<file path="config.mk">
export PLATFORM = sky130hd
export DESIGN_NAME = reg_inuse_ctrl
export DESIGN_NICKNAME = d
export VERILOG_FILES = /design/src/rtl/reg_inuse_ctrl_pkg.sv /design/src/rtl/reg_inuse_ctrl_rr_retire_arbiter.sv /design/src/rtl/reg_inuse_ctrl.sv
export SDC_FILE = /design/constraint.sdc
export NUM_CORES = 1
export LEC_CHECK = 0
export CORE_AREA = 3 3 73 75
export CTS_CLUSTER_DIAMETER = 80
export CTS_CLUSTER_SIZE = 12
export DETAILED_ROUTE_END_ITERATION = 12
export DIE_AREA = 0 0 76 78
export PLACE_DENSITY_LB_ADDON = 0.12
export SLEW_MARGIN = 20
export SYNTH_ARGS = -nofsm -noshare
export SYNTH_HDL_FRONTEND = slang
export SYNTH_SLANG_ARGS = --single-unit
</file>
<file path="constraint.sdc">
create_clock -name clk -period 3.5 [get_ports clk]
set_clock_uncertainty 0.1 [all_clocks]
set_input_delay 0.7 -clock clk [delete_from_list [all_inputs] [get_ports clk]]
set_output_delay 0.7 -clock clk [all_outputs]
set_load 0.005 [all_outputs]
</file>
<file path="src/rtl/reg_inuse_ctrl_pkg.sv">
// Shared types and constants for the register in-use scoreboard controller.
// The configuration default and the FSM state enum each live in their own package.
package cva5_config;
    localparam int CLEAR_CYCLES_DEFAULT = 32;
endpackage

package cva5_types;
    typedef enum logic [1:0] {
        ST_CLEAR = 2'd0,
        ST_RUN   = 2'd1,
        ST_DRAIN = 2'd2
    } inuse_state_t;
endpackage

package reg_inuse_ctrl_pkg;
    localparam int RD_ADDR_W = 5;
    localparam int CLR_CNT_W = 5;

    // Index width for an N-entry selector, never narrower than one bit.
    function automatic int idx_width(input int n);
        return (n > 1) ? $clog2(n) : 1;
    endfunction
endpackage

</file>
<file path="src/rtl/reg_inuse_ctrl_rr_retire_arbiter.sv">
// Round-robin one-hot arbiter for the retire ports; priority starts at the
// port after the most recent grant and holds when nothing is granted.
module rr_retire_arbiter
    import reg_inuse_ctrl_pkg::*;
#(
    parameter int  NUM_REQ = 2,
    localparam int IDX_W   = idx_width(NUM_REQ)
) (
    input  logic               clk,
    input  logic               rst_n,
    input  logic [NUM_REQ-1:0] req,
    output logic [NUM_REQ-1:0] grant,
    output logic [IDX_W-1:0]   grant_idx,
    output logic               grant_any
);
    localparam logic [IDX_W:0]   NUM_W    = (IDX_W + 1)'(NUM_REQ);
    localparam logic [IDX_W-1:0] LAST_IDX = IDX_W'(NUM_REQ - 1);

    logic [IDX_W-1:0] ptr_reg;
    logic [IDX_W-1:0] ptr_next;
    logic [IDX_W:0]   sum;

    always_comb begin
        grant     = '0;
        grant_idx = '0;
        grant_any = 1'b0;
        sum       = '0;
        for (int k = 0; k < NUM_REQ; k++) begin
            sum = {1'b0, ptr_reg} + (IDX_W + 1)'(k);
            if (sum >= NUM_W) begin
                sum = sum - NUM_W;
            end
            if (!grant_any && req[sum[IDX_W-1:0]]) begin
                grant_any                = 1'b1;
                grant[sum[IDX_W-1:0]]    = 1'b1;
                grant_idx                = sum[IDX_W-1:0];
            end
        end
    end

    always_comb begin
        ptr_next = (grant_idx == LAST_IDX) ? '0 : grant_idx + 1'b1;
    end

    always_ff @(posedge clk or negedge rst_n) begin
        if (!rst_n) begin
            ptr_reg <= '0;
        end else if (grant_any) begin
            ptr_reg <= ptr_next;
        end
    end
endmodule

</file>
<file path="src/rtl/reg_inuse_ctrl.sv">
// Sequences clear/run/drain for the register in-use scoreboard and forwards
// issue and round-robin-arbitrated retire events straight to its ports.
module reg_inuse_ctrl
    import cva5_config::*;
    import cva5_types::*;
    import reg_inuse_ctrl_pkg::*;
#(
    parameter int CLEAR_CYCLES  = CLEAR_CYCLES_DEFAULT,
    parameter int NUM_RETIRE    = 2,
    parameter int OUTSTANDING_W = 6
) (
    input  logic                                  clk,
    input  logic                                  rst_n,
    input  logic                                  flush_req,
    input  logic                                  issue_valid,
    input  logic [RD_ADDR_W-1:0]                  issue_rd_addr,
    output logic                                  issue_ready,
    input  logic [NUM_RETIRE-1:0]                 ret_valid,
    input  logic [NUM_RETIRE-1:0][RD_ADDR_W-1:0]  ret_rd_addr,
    output logic [NUM_RETIRE-1:0]                 ret_ready,
    output logic                                  clr,
    output logic                                  issued,
    output logic [RD_ADDR_W-1:0]                  issued_rd_addr,
    output logic                                  retired,
    output logic [RD_ADDR_W-1:0]                  retired_rd_addr,
    output logic                                  busy
);
    localparam int                     IDX_W    = idx_width(NUM_RETIRE);
    localparam logic [CLR_CNT_W-1:0]   CLR_LAST = CLR_CNT_W'(CLEAR_CYCLES - 1);
    localparam logic [OUTSTANDING_W-1:0] OUT_MAX = '1;

    inuse_state_t               state_reg;
    logic [CLR_CNT_W-1:0]       clr_cnt_reg;
    logic [OUTSTANDING_W-1:0]   outstanding_reg;

    logic                       retire_en;
    logic [NUM_RETIRE-1:0]      arb_req;
    logic [NUM_RETIRE-1:0]      grant;
    logic [IDX_W-1:0]           grant_idx;
    logic                       grant_any;

    assign retire_en = (state_reg == ST_RUN) || (state_reg == ST_DRAIN);

    generate
        for (genvar gi = 0; gi < NUM_RETIRE; gi++) begin : g_req
            assign arb_req[gi] = ret_valid[gi] & retire_en;
        end
    endgenerate

    rr_retire_arbiter #(
        .NUM_REQ   (NUM_RETIRE)
    ) u_arb (
        .clk       (clk),
        .rst_n     (rst_n),
        .req       (arb_req),
        .grant     (grant),
        .grant_idx (grant_idx),
        .grant_any (grant_any)
    );

    // A flush in the same cycle as an issue wins: the issue is refused.
    assign issue_ready     = (state_reg == ST_RUN) & ~flush_req;
    assign issued          = issue_valid & issue_ready;
    assign issued_rd_addr  = issue_rd_addr;
    assign ret_ready       = grant;
    assign retired         = grant_any;
    assign retired_rd_addr = grant_any ? ret_rd_addr[grant_idx] : '0;
    assign clr             = (state_reg == ST_CLEAR);
    assign busy            = (state_reg != ST_RUN);

    always_ff @(posedge clk or negedge rst_n) begin
        if (!rst_n) begin
            state_reg       <= ST_CLEAR;
            clr_cnt_reg     <= '0;
            outstanding_reg <= '0;
        end else begin
            case (state_reg)
                ST_CLEAR: begin
                    if (clr_cnt_reg == CLR_LAST) begin
                        clr_cnt_reg <= '0;
                        state_reg   <= ST_RUN;
                    end else begin
                        clr_cnt_reg <= clr_cnt_reg + 1'b1;
                    end
                end
                ST_RUN: begin
                    if (flush_req) begin
                        state_reg <= ST_DRAIN;
                    end
                end
                ST_DRAIN: begin
                    if (outstanding_reg == '0) begin
                        state_reg <= ST_CLEAR;
                    end
                end
                default: begin
                    state_reg   <= ST_CLEAR;
                    clr_cnt_reg <= '0;
                end
            endcase

            // Saturate instead of wrapping; the illegal cases are flagged below.
            if (issued && !retired && outstanding_reg != OUT_MAX) begin
                outstanding_reg <= outstanding_reg + 1'b1;
            end else if (retired && !issued && outstanding_reg != '0) begin
                outstanding_reg <= outstanding_reg - 1'b1;
            end
        end
    end

`ifndef SYNTHESIS
    a_no_overflow: assert property (@(posedge clk) disable iff (!rst_n)
        !(issued && !retired && outstanding_reg == OUT_MAX));
    a_no_underflow: assert property (@(posedge clk) disable iff (!rst_n)
        !(retired && !issued && outstanding_reg == '0));
`endif
endmodule

</file>
# After elaboration in Yosys (flattened, before gate mapping)
# Index checks and enable logic that the tools add are counted.
[op_classes] bitwise=6 eq_ne=8 add_sub_neg=7 n_reduce_logical=17 muxes=28 n_lt_le_gt_ge=7
[ops] operator="$mux W5" count=4
[ops] operator="$mux W1" count=13
[ops] operator="$mux W6" count=2
[ops] operator="$mux W2" count=5
[ops] operator="$pmux W5 S2" count=1
[ops] operator="$logic_and A1 B1 Y1" count=7
[ops] operator="$add A6 B1 Y6 const B" count=1
[ops] operator="$logic_not A6 Y1" count=1
[ops] operator="$lt A1 B2 Y1 const B" count=3
[ops] operator="$ne A2 B1 Y1 const B" count=3
[ops] operator="$ne A6 B6 Y1 const B" count=1
[ops] operator="$pmux W2 S3" count=1
[ops] operator="$reduce_bool A6 Y1" count=1
[ops] operator="$sub A6 B1 Y6 const B" count=1
[ops] operator="$add A5 B1 Y5 const B" count=1
[ops] operator="$eq A5 B5 Y1 const B" count=1
[ops] operator="$and A1 B1 Y1" count=4
[ops] operator="$logic_not A1 Y1" count=3
[ops] operator="$reduce_and A3 Y1" count=1
[ops] operator="$add A1 B1 Y2 const B" count=1
[ops] operator="$demux W1 S1" count=2
[ops] operator="$eq A2 B1 Y1 const B" count=1
[ops] operator="$eq A2 B2 Y1 const B" count=1
[ops] operator="$ge A1 B1 Y1 const B" count=2
[ops] operator="11 further kinds" count=12
[totals] output_inout_bits=17 word_cells=77 reg_bits=14

# Depth between registers and ports, before layout
[depth] ltp_word=13 depth_mapped=10 ltp_nobuf=9

# Cells and area by module
# Synthesis repeated with hierarchy kept, for this count alone.
[hier_totals] hier_cells=114 hier_area_um2=1109.8
[modules_own_cells] mod="reg_inuse_ctrl" cells_per_inst=106 seq_area_each_um2=325.3 area_each_um2=1033.5 instances=1
[modules_own_cells] mod="rr_retire_arbiter" cells_per_inst=8 seq_area_each_um2=25.0 area_each_um2=76.3 instances=1

# Least setup slack after synthesis
# Ideal clock, no wire load.
[synth_timing] kind="input to register" start="in flush_req" end="reg outstanding_reg[5]" t_arrival_ns=2.405 setup_slack_ns=0.857 stages=8 path_buffers=1 path_cell_list="and3b_1 > buf_2 > o211ai_2 > ha_1 > a21oi_1 > nor2_1 > a2111oi_0 > mux4_2"
[synth_between] elab_chain_len=7 word_cells_on_any_way=10
[synth_lines] element="from (decl)" line_no="reg_inuse_ctrl.sv:14" text="input logic flush_req,"
[synth_lines] element="$not A1 Y1 *" line_no="reg_inuse_ctrl.sv:62" text="assign issue_ready = (state_reg == ST_RUN) & ~flush_req;"
[synth_lines] element="$and A1 B1 Y1 *" line_no="reg_inuse_ctrl.sv:62"
[synth_lines] element="$and A1 B1 Y1 *" line_no="reg_inuse_ctrl.sv:63" text="assign issued = issue_valid & issue_ready;"
[synth_lines] element="net issued" line_no="reg_inuse_ctrl.sv:22" text="output logic issued,"
[synth_lines] element="$logic_not A1 Y1" line_no="reg_inuse_ctrl.sv:105" text="end else if (retired && !issued && outstanding_reg != '0) begin"
[synth_lines] element="$logic_and A1 B1 Y1 (2 in a row)" line_no="reg_inuse_ctrl.sv:105"
[synth_lines] element="$reduce_bool A2 Y1 (no source line)"
[synth_lines] element="to (signal assigned)" line_no="reg_inuse_ctrl.sv:104" text="outstanding_reg <= outstanding_reg + 1'b1;"
[synth_lines] element="to (signal assigned)" line_no="reg_inuse_ctrl.sv:106" text="outstanding_reg <= outstanding_reg - 1'b1;"
[synth_lines] element="to (decl)" line_no="reg_inuse_ctrl.sv:34" text="logic [OUTSTANDING_W-1:0] outstanding_reg;"
# Mark *: on every way through the listed nets, which the timed path passes. The rest lies on a longest branch.
# A chain may end at the register's enable or synchronous reset.

# Final worst setup path
[layout_timing] start="in ret_valid[0]" end="out retired_rd_addr[1]"
[layout_between] elab_chain_len=10 word_cells_on_any_way=14
[layout_lines] element="from (decl)" line_no="reg_inuse_ctrl.sv:18" text="input logic [NUM_RETIRE-1:0] ret_valid,"
[layout_lines] element="$and A1 B1 Y1 *" line_no="reg_inuse_ctrl.sv:46" text="assign arb_req[gi] = ret_valid[gi] & retire_en;"
[layout_lines] element="$mux W1 (not written as such) (2 in a row)" line_no="reg_inuse_ctrl_rr_retire_arbiter.sv:33" text="if (!grant_any && req[sum[IDX_W-1:0]]) begin"
[layout_lines] element="$mux W1" line_no="reg_inuse_ctrl_rr_retire_arbiter.sv:33"
[layout_lines] element="$logic_not A1 Y1" line_no="reg_inuse_ctrl_rr_retire_arbiter.sv:33"
[layout_lines] element="$logic_and A1 B1 Y1" line_no="reg_inuse_ctrl_rr_retire_arbiter.sv:33"
[layout_lines] element="$mux W1" line_no="reg_inuse_ctrl_rr_retire_arbiter.sv:33"
[layout_lines] element="$mux W5 (not written as such) (2 in a row)" line_no="reg_inuse_ctrl.sv:67" text="assign retired_rd_addr = grant_any ? ret_rd_addr[grant_idx] : '0;"
[layout_lines] element="$mux W5 *" line_no="reg_inuse_ctrl.sv:67"
[layout_lines] element="to (decl)" line_no="reg_inuse_ctrl.sv:25" text="output logic [RD_ADDR_W-1:0] retired_rd_addr,"
# Mark *: on every way between the ends. The rest lies on a longest branch, timed or not. The select of a mux whose other input is x is not followed.

==> summary.txt <==
Status
  – Outcome: complete, no violations

Timing
  – F_max: 307 MHz
  – Min cycle time layout: 3250 ps
  – Max-slew violations: 0
  – Share of the cycle needed by the critical path after routing: 0.930
  – Setup WS post-layout: 246 ps
  – Slew HR: 0.582
  – Fin. Hold Viols: 0
  – RSZ-0062 raised after global routing: no
  – # setup viols final: 0
  – Setup total negative slack: 0 ps
  – Worst Max-Slew Pin Slew: 626 ps

Final layout
  – Antenna Cells: 0
  – Max reg flops: 6
  – Layout cell share with drive strength beyond 1: 0.148
  – Area delta synth->final: 33.9%
  – Nets: between 150 and 200
  – Final core occ: 0.310
  – Fillers: between 400 and 500

Yosys
  – Post-synth ARST share: 1.00
  – Synthesized area per cell: 9.94 um^2
  – Post-Synthesis Cell Area: between 1000 and 1500 um^2
  – Yosys warning total: 0
  – Sequential area share after synthesis: 0.320
  – Number of synthesized flops with an enable pin: 0
  – Post-synthesis instance total: 110
  – Cell variety after synth: 40
  – Mapped Nets: 142
  – Post-synth top flop: dfrtp_1
  – FF+latch count, synth: 14

CTS
  – Root Buffer: clkbuf_8
  – Hold buffers post-CTS: 0
  – CTS Sinks: 14
  – CTS clk-pin slew, worst paths: 60 ps
  – # H-tree levels: 1
  – Worst skew pair latency: between 200 and 250 ps
  – Cts bufs inserted: 3
  – CTS resizes: 0
  – Setup bufs post-CTS: 0
  – Clk buf depth: 2
  – CTS tree: done

Pwr
  – VDD IR-drop max: around 0.00026 V
  – Power after layout: 0.849 mW
  – Power Dens Cells: 580 nW/um^2
  – Pleak: approximately 0.65 nW

Setup path
  – Critical path fanouts, max: 6
  – Worst Path Buf+Inv: 3
  – Critical Path Slowest Stage Cell: clkdlybuf4s50_1
  – CP startpoint kind: primary input
  – Worst Path Required: 2700 ps
  – Critical Path AT: 2450 ps
  – CP Capture Type: output pin
  – CP max stage delay: 550 ps
  – CP Cell Sequence: clkdlybuf4s50_1, inv_1, o211ai_2, mux2i_1, nor2_1, clkdlybuf4s50_1
  – Most used cell, CP: clkdlybuf4s50_1
  – CP delay by family, top: buffers and inverters
  – Setup CP Type: primary input to output pin

Run
  – Max-cap violations: 0

Global route
  – GRT Overall Usage: 0.0877
  – Grt ovf: 0
  – First-pass GRT wire length: 4190 um
  – Pin count of the biggest net entering global routing: 15
  – Vias in the first global route: around 870
  – Initial antenna violation count: 0

Detailed routing
  – Drt first pass iters: 4
  – Starting DRT DRC Count: between 60 and 70
  – Via count: around 850
  – DRT antenna net count: 0
  – Routed WL: between 2000 and 3000 um
  – # DRC: 0
  – Vias/cell: ~4.2
  – Average routed wire per standard cell: roughly 12 um

Die
  – Die Area: 5930 um^2
  – Die height: between 70 and 80 um
  – Die Wd: approximately 76 um
  – IO Pins: 38
  – FP Rows: 25
  – Initial Utilization: 0.232
  – Core area: 4720 um^2

Hold path
  – Worst hold path type: register to register

Placed design
  – DP HPWL: 2070 um
  – # port buffers: 27
  – DP Worst Slack: 112 ps
  – GP Congestion: 0.747
==> per-layer routing <==
| layer | share of wire | track usage | vias to the layer above |
|---|---|---|---|
| met5 | 0 | 0 | - |
| met3 | 0.044 | 0.0302 | 2 |
| met1 | 0.45 | 0.107 | 406 |
| met4 | 0.0052 | 0.0236 | 0 |
| li1 | - | - | 432 |
| met2 | 0.50 | 0.147 | 12 |
==> kinds of logic after synthesis <==
| kind of cell | count (synthesis) | share of synthesized area |
|---|---|---|
| flops | 14 | 0.320 |
| mux | 11 | 0.118 |
| simple gates | 31 | 0.151 |
| fa+ha+maj | 11 | 0.133 |
| compound gates | 24 | 0.176 |
| xor+xnor | 4 | 0.0320 |
| buf+inv | 15 | 0.0698 |
==> synthesized netlist by cell type (all sizes together), types with 3 or more instances <==
| master | instances | area share |
|---|---|---|
| ha | 10 | 0.11 |
| a21oi | 4 | 0.018 |
| nor2 | 11 | 0.038 |
| mux2i | 5 | 0.046 |
| buf | 6 | 0.039 |
| a21o | 3 | 0.022 |
| mux2 | 5 | 0.051 |
| dfrtp | 14 | 0.32 |
| inv | 8 | 0.027 |
| o21ai | 7 | 0.042 |
| nand2 | 8 | 0.030 |
==> cell usage in the layout, fill, tap and decap left out, types with 2 or more instances in the layout <==
cell type,count
nand2_1,7
ha_1,10
clkdlybuf4s50_1,27
o21ai_0,6
clkbuf_8,4
and3_1,2
xnor2_1,2
inv_1,7
nor2_1,11
mux2_2,4
dfrtp_1,14
a21o_1,2
a21oi_1,4
o211ai_2,2
mux2i_1,5
nand2b_1,2
xor2_1,2
nand4_1,2
==> through the flow <==
stage                     hold slack [ps]  std cells  area [um^2]
after floorplan                       304        110         1090
after global placement                374        198         1410
after detailed placement              382        198         1410
after CTS                             390        202         1460
after global routing                  407        202         1460
final                                 383        202         1460
==> cell type report <==
cell class,count,area [um^2],share of cell area
Multi-Input combinational cell,81,667,0.456
Sequential cell,14,350,0.239
Timing Repair Buffer,28,278,0.190
Tap cell,67,83.8,0.0573
Clock buffer,4,55.1,0.0376
Inverter,8,30.0,0.0205
==> worst paths after layout <==
path                                 endpoint  slack, ps  depth (start not counted)            from
setup / recovery           retired_rd_addr[1]        250                          6    ret_valid[0]
hold / removal                 clr_cnt_reg[3]        380                          1  clr_cnt_reg[3]
setup reg to reg           outstanding_reg[5]        500                          9    state_reg[0]
hold reg to reg                clr_cnt_reg[3]        380                          1  clr_cnt_reg[3]
max in group asynchronous  outstanding_reg[2]       2150                          1           rst_n
min in group asynchronous      clr_cnt_reg[3]        740                          1           rst_n
==> where the power goes <==
part           total [mW]  switching, mW  internal, mW
Combinational       0.369          0.169         0.199
Sequential          0.323         0.0926         0.230
Clock               0.157         0.0573        0.0996
No activity file was read; power rests on OpenSTA's default activity.
